## src/rtl/seq_divider_16.sv

```systemverilog
// seq_divider_16: iterative unsigned restoring divider, one quotient bit per clock.
// Latency: WIDTH+1 edges from accepted start to done (2 edges for a zero divisor).
// Backpressure: start is ignored while busy; results are held until the next accepted start.
// Ports:
//   clk, rst_n              clock and synchronous active-low reset
//   start, dividend, divisor request and operands, captured on an accepted start
//   busy, done              busy while iterating; done pulses one cycle with valid results
//   quotient, remainder     results, updated only on entry to DONE
//   div_by_zero             set with done when the captured divisor was zero
module seq_divider_16 #(
  parameter int WIDTH = 16
) (
  input  logic             clk,
  input  logic             rst_n,
  input  logic             start,
  input  logic [WIDTH-1:0] dividend,
  input  logic [WIDTH-1:0] divisor,
  output logic             busy,
  output logic             done,
  output logic [WIDTH-1:0] quotient,
  output logic [WIDTH-1:0] remainder,
  output logic             div_by_zero
);

  localparam int CW = $clog2(WIDTH + 1);

  // ZDIV is a one-cycle staging state for a zero divisor: it keeps the
  // done timing at two edges after start without ever raising busy.
  typedef enum logic [1:0] {
    IDLE = 2'd0,
    RUN  = 2'd1,
    ZDIV = 2'd2,
    DONE = 2'd3
  } state_t;

  state_t           state;
  state_t           state_nxt;
  logic [WIDTH-1:0] r_acc;
  logic [WIDTH-1:0] q_acc;
  logic [WIDTH-1:0] d_reg;
  logic [CW-1:0]    count;

  logic             accept;
  logic             last_iter;
  logic [WIDTH-1:0] r_shift;
  logic             r_carry;
  logic [WIDTH:0]   trial;
  logic             take;
  logic [WIDTH-1:0] r_next;
  logic [WIDTH-1:0] q_next;

  assign accept    = start && (state == IDLE || state == DONE);
  assign last_iter = (count == CW'(1));

  // Shift {R,Q} left by one. The bit shifted out of R (r_carry) means the
  // shifted partial remainder is >= 2^WIDTH, hence >= D, so the subtract
  // must be taken regardless of the borrow. In that case the true difference
  // is below D and the low WIDTH bits of the trial are exact.
  assign r_carry = r_acc[WIDTH-1];
  assign r_shift = {r_acc[WIDTH-2:0], q_acc[WIDTH-1]};
  assign trial   = {1'b0, r_shift} + {1'b0, ~d_reg} + {{WIDTH{1'b0}}, 1'b1};
  // trial[WIDTH] is the carry out of A + ~B + 1: set means no borrow.
  assign take    = r_carry | trial[WIDTH];
  assign r_next  = take ? trial[WIDTH-1:0] : r_shift;
  assign q_next  = {q_acc[WIDTH-2:0], take};

  // State register.
  always_ff @(posedge clk) begin
    if (!rst_n) begin
      state <= IDLE;
    end else begin
      state <= state_nxt;
    end
  end

  // Next-state logic.
  always_comb begin
    state_nxt = state;
    case (state)
      IDLE, DONE: begin
        if (start) begin
          state_nxt = (divisor == '0) ? ZDIV : RUN;
        end else begin
          state_nxt = IDLE;
        end
      end
      RUN: begin
        if (last_iter) begin
          state_nxt = DONE;
        end
      end
      ZDIV: begin
        state_nxt = DONE;
      end
      default: begin
        state_nxt = IDLE;
      end
    endcase
  end

  // Outputs decoded from state.
  always_comb begin
    busy = 1'b0;
    done = 1'b0;
    case (state)
      RUN:     busy = 1'b1;
      DONE:    done = 1'b1;
      default: begin
        busy = 1'b0;
        done = 1'b0;
      end
    endcase
  end

  // Datapath: operand capture, iteration and result registers.
  always_ff @(posedge clk) begin
    if (!rst_n) begin
      r_acc       <= '0;
      q_acc       <= '0;
      d_reg       <= '0;
      count       <= '0;
      quotient    <= '0;
      remainder   <= '0;
      div_by_zero <= 1'b0;
    end else if (accept) begin
      d_reg       <= divisor;
      r_acc       <= '0;
      q_acc       <= dividend;
      count       <= CW'(WIDTH);
      div_by_zero <= 1'b0;
    end else if (state == RUN) begin
      r_acc <= r_next;
      q_acc <= q_next;
      count <= count - CW'(1);
      if (last_iter) begin
        quotient  <= q_next;
        remainder <= r_next;
      end
    end else if (state == ZDIV) begin
      // q_acc still holds the captured dividend.
      quotient    <= '1;
      remainder   <= q_acc;
      div_by_zero <= 1'b1;
    end
  end

endmodule
```

## config.mk

```make
export PLATFORM = sky130hd
export DESIGN_NAME = seq_divider_16
export DESIGN_NICKNAME = d
export VERILOG_FILES = /design/src/rtl/seq_divider_16.sv
export SDC_FILE = /design/constraint.sdc
export NUM_CORES = 1
export LEC_CHECK = 0
export ABC_AREA = 1
export BUFFER_PORTS_ARGS = -buffer_cell sky130_fd_sc_hd__buf_2
export CORE_ASPECT_RATIO = 2
export CORE_UTILIZATION = 30
export CTS_BUF_LIST = sky130_fd_sc_hd__clkbuf_2
export CTS_CLUSTER_SIZE = 24
export DETAILED_ROUTE_END_ITERATION = 6
export SYNTH_ARGS = -nofsm -noshare
export SYNTH_HDL_FRONTEND = slang
export SYNTH_SLANG_ARGS = --single-unit
```

## constraint.sdc

```tcl
create_clock -name clk -period 1.96 [get_ports clk]
set_input_delay 0.588 -clock clk [delete_from_list [all_inputs] [get_ports clk]]
set_output_delay 0.588 -clock clk [all_outputs]
set_load 0.03 [all_outputs]
```

==> flow_summary_export.csv <==
group,metric,value,unit
flow_run,max_cap_viol_count,0,
sta,fin_tns_setup,-0.0316,ns
grt,grt_use_total,17.0,%
grt,grt_overflow,0,
placement,io_buffers,69,
detailed_routing,vias,4686,
detailed_routing,wirelength,13500,um
placement,gp_congestion,0.864,
floorplan,num_io_pins,70,
yosys,yosys.area_share.simple,26.6,%
yosys,synth-compound-area-share,17.5,%
cts,clkSinkCount,88,
critical_path,reg2reg_slack,-0.02,ns
placement,hpwl,10400,um
critical_path,crit_path_start_kind,"flip-flop",
grt,grt_pass1_wl,22100,um
critical_path,r2r_start,"q_acc[15]$_SDFFE_PN0P_",
layout,final_layout_size_suffix_gt1_share,23.5,%
detailed_routing,via_per_inst,4.73,
yosys,synth.avg_cell_area,6.72,um2
power,p_int,4.91,mW
sta,worst_pin_slew,0.507,ns
critical_path,cp_data_arrival_time,2.43,ns
cts,cts.path.max_buffers,2,
floorplan,dieArea,0.0164,mm2
cts,cts_tree,"built",
grt,first_global_vias,4632,
cts,cts_htree_levels,3,
sta,rsz0062_at_grt,"true",
sta,finalCriticalPeriod,1.98,ns
critical_path,startpoint,"q_acc[15]$_SDFFE_PN0P_",
yosys,synthAdderAreaFrac,5.96,%
cts,clk_latency,0.55,ns
critical_path,r2r_cells,13,
detailed_routing,drtAntennaViolNets,0,
yosys,synthDistinctLibCells,36,
floorplan,rows,64,
critical_path,endpoint_kind,"flip-flop",
floorplan,die_x,90.9,um
layout,areaGrowthSynthToFinish,21.8,%
cts,numCtsBuffers,9,
sta,setup_slack,-0.0175,ns
sta,finClkSkew,0.0275,ns
yosys,synthFlopType,"dfxtp_1",
yosys,synth_fp_nets,763,
sta,min_period_over_period,101,%
yosys,synth_edf_count,0,
detailed_routing,dr.pass1.iters,4,
detailed_routing,drt-wirelength-per-cell,13.6,um
floorplan,initial_utilization,30.9,%
cts,cts.clk_slew.worst_paths,0.25,ns
power,seq_power_share,27.4,%
layout,regArea,0.00177,mm2
yosys,ys_seq_elements,88,
layout,final_common_cell,"nand2_1",
placement,dp.cells,972,
sta,setup_viol,4,
power,clkPwrFrac,7.4,%
power,powerDensity,1770,mW/mm2
min_path,hp-start,"dividend[8]",
layout,nFillCells,1684,
yosys,synth_top_family_by_area,"simple AND/OR/NAND/NOR gates",
detailed_routing,route.detailed.drc,0,
sta,maxSlewViolCount,0,
critical_path,endpoint,"r_acc[11]$_SDFFE_PP0P_",
grt,grt_start_max_net_pins,49,
yosys,netlist_area,0.00474,mm2
yosys,synth_xor_area_share,0.923,%
run_status,status,"finished, violations left",
floorplan,chipHeight,180,um
layout,final_cells,991,
critical_path,cp_max_fo,18,
sta,final-hold-violation-count,0,
grt,antenna_found_initial,1,
placement,post_dp_cell_area,0.00543,mm2
sta,slew_headroom,66.2,%
sta,clock.fmax,506,MHz
layout,final_nets,847,
floorplan,core-area,0.0154,mm2
power,p_leak,2.80,nW
power,totalPowerFinal,10.2,mW
critical_path,worst-setup-path-type,"reg2reg",
power,worst_ir_drop_vdd,0.000848,V
yosys,async_flop_share,0,%
yosys,seq_area_frac_synth,37.1,%
critical_path,regToRegEndpoint,"r_acc[11]$_SDFFE_PP0P_",
power,p_sw,5.30,mW
yosys,synthMuxAreaShare,0,%
power,combPwrFrac,65.2,%
layout,final_area,0.00578,mm2
run_status,violations,"negative setup slack",
yosys,synth_warnings,0,
cts,root_buffer,"clkbuf_2",
power,switching_share,51.9,%
yosys,syn_inst,706,
detailed_routing,drtIter0Drc,162,
layout,layout_common_cells,"133 x nand2_1, 108 x inv_1, 84 x dfxtp_1",
min_path,min_path_type,"in2reg",
critical_path,worstPathRequired,2.41,ns
layout,multi_input_area,0.00262,mm2
[Yosys cell counts (2+ instances only)]
library cell / number / area share (%)
nand2_1: 144 / 11
inv_1: 113 / 8.9
a21oi_1: 88 / 9.3
dfxtp_1: 88 / 37
o21ai_0: 62 / 6.5
nor2_1: 57 / 4.5
nand3_1: 54 / 5.7
ha_1: 21 / 5.5
clkbuf_1: 20 / 1.6
nand3b_1: 7 / 1.1
a31oi_1: 4 / 0.53
buf_2: 4 / 0.42
nand2_2: 4 / 0.53
nor3_1: 4 / 0.42
xnor2_1: 4 / 0.74
buf_1: 3 / 0.24
nand3_2: 3 / 0.63
nand4_1: 3 / 0.40
buf_6: 2 / 0.47
inv_2: 2 / 0.16
nand2_4: 2 / 0.47
nor2_2: 2 / 0.26
or2_2: 2 / 0.26
[worst min-delay path by stage]
stage	cells past startpoint	to	slack (ns)
2_1_floorplan	2	d_reg[15]$_SDFFE_PN0P_	0.43
3_3_place_gp	2	d_reg[8]$_SDFFE_PN0P_	0.45
3_5_place_dp	2	d_reg[7]$_SDFFE_PN0P_	0.45
4_1_cts	3	q_acc[9]$_SDFFE_PN0P_	0.21
5_1_grt	3	q_acc[8]$_SDFFE_PN0P_	0.19
6_report	3	q_acc[8]$_SDFFE_PN0P_	0.26
[logic make-up (layout without fill, tap and decap cells)]
family | count (synthesis) | in the layout
compound gates | 159 | 159
xor+xnor | 5 | 5
flops | 88 | 88
fa+ha+maj | 22 | 22
simple gates | 287 | 287
buf+inv | 145 | 231
other cells | 0 | 1
[critical path, stage by stage, from the launching register on]
cell	delay (ns)
dfxtp_2	0.39
inv_2	0.05
ha_4	0.15
fa_2	0.34
inv_2	0.07
nand3_2	0.06
nand3_2	0.09
nand2_2	0.06
nand2_2	0.08
nand2_4	0.09
nand2_8	0.16
nand3_1	0.14
nand2_2	0.12
a21oi_2	0.05
[power groups by stage]
| stage | Clock (mW) | Combinational [mW] | Sequential, mW |
|---|---|---|---|
| 2_1_floorplan | 0 | 3.83 | 3.36 |
| 4_1_cts | 0.788 | 6.42 | 2.79 |
| 6_report | 0.754 | 6.66 | 2.80 |
| 3_3_place_gp | 0 | 6.09 | 2.82 |
| 5_1_grt | 0.857 | 7.40 | 2.88 |
| 3_5_place_dp | 0 | 6.10 | 2.82 |
[area by class of cell]
type                            count  share of cell area (%)
Inverter                          115                    7.47
Antenna cell                        1                  0.0433
Sequential cell                    88                    30.6
Clock buffer                        9                   0.779
Multi-Input combinational cell    473                    45.3
Timing Repair Buffer              103                    11.1
Clock inverter                      4                   0.433
Tap cell                          198                    4.29
[what timing repair did]
item,4_1_cts,5_1_grt
gates resized for setup,28,37
buffers inserted,4,1
endpoints found under the setup margin,36,36
hold buffers,0,0
pin swaps,9,8
[through the flow]
step	hold WS (ns)	setup WS, ns	utilization (%)
4_1_cts	0.213	-0.0814	36.7
5_1_grt	0.194	-0.129	37.6
6_report	0.257	-0.0175	37.6
3_3_place_gp	0.451	-0.0114	35.3
3_5_place_dp	0.453	-0.115	35.3
2_1_floorplan	0.433	0.0228	-
[layer usage]
metal	global-route usage, %	routed length [um]
met1	17.4	5280
met2	32.5	7300
met3	2.20	314
met4	8.89	607
met5	0	0
Note: power is estimated with default switching activity, not from simulation.
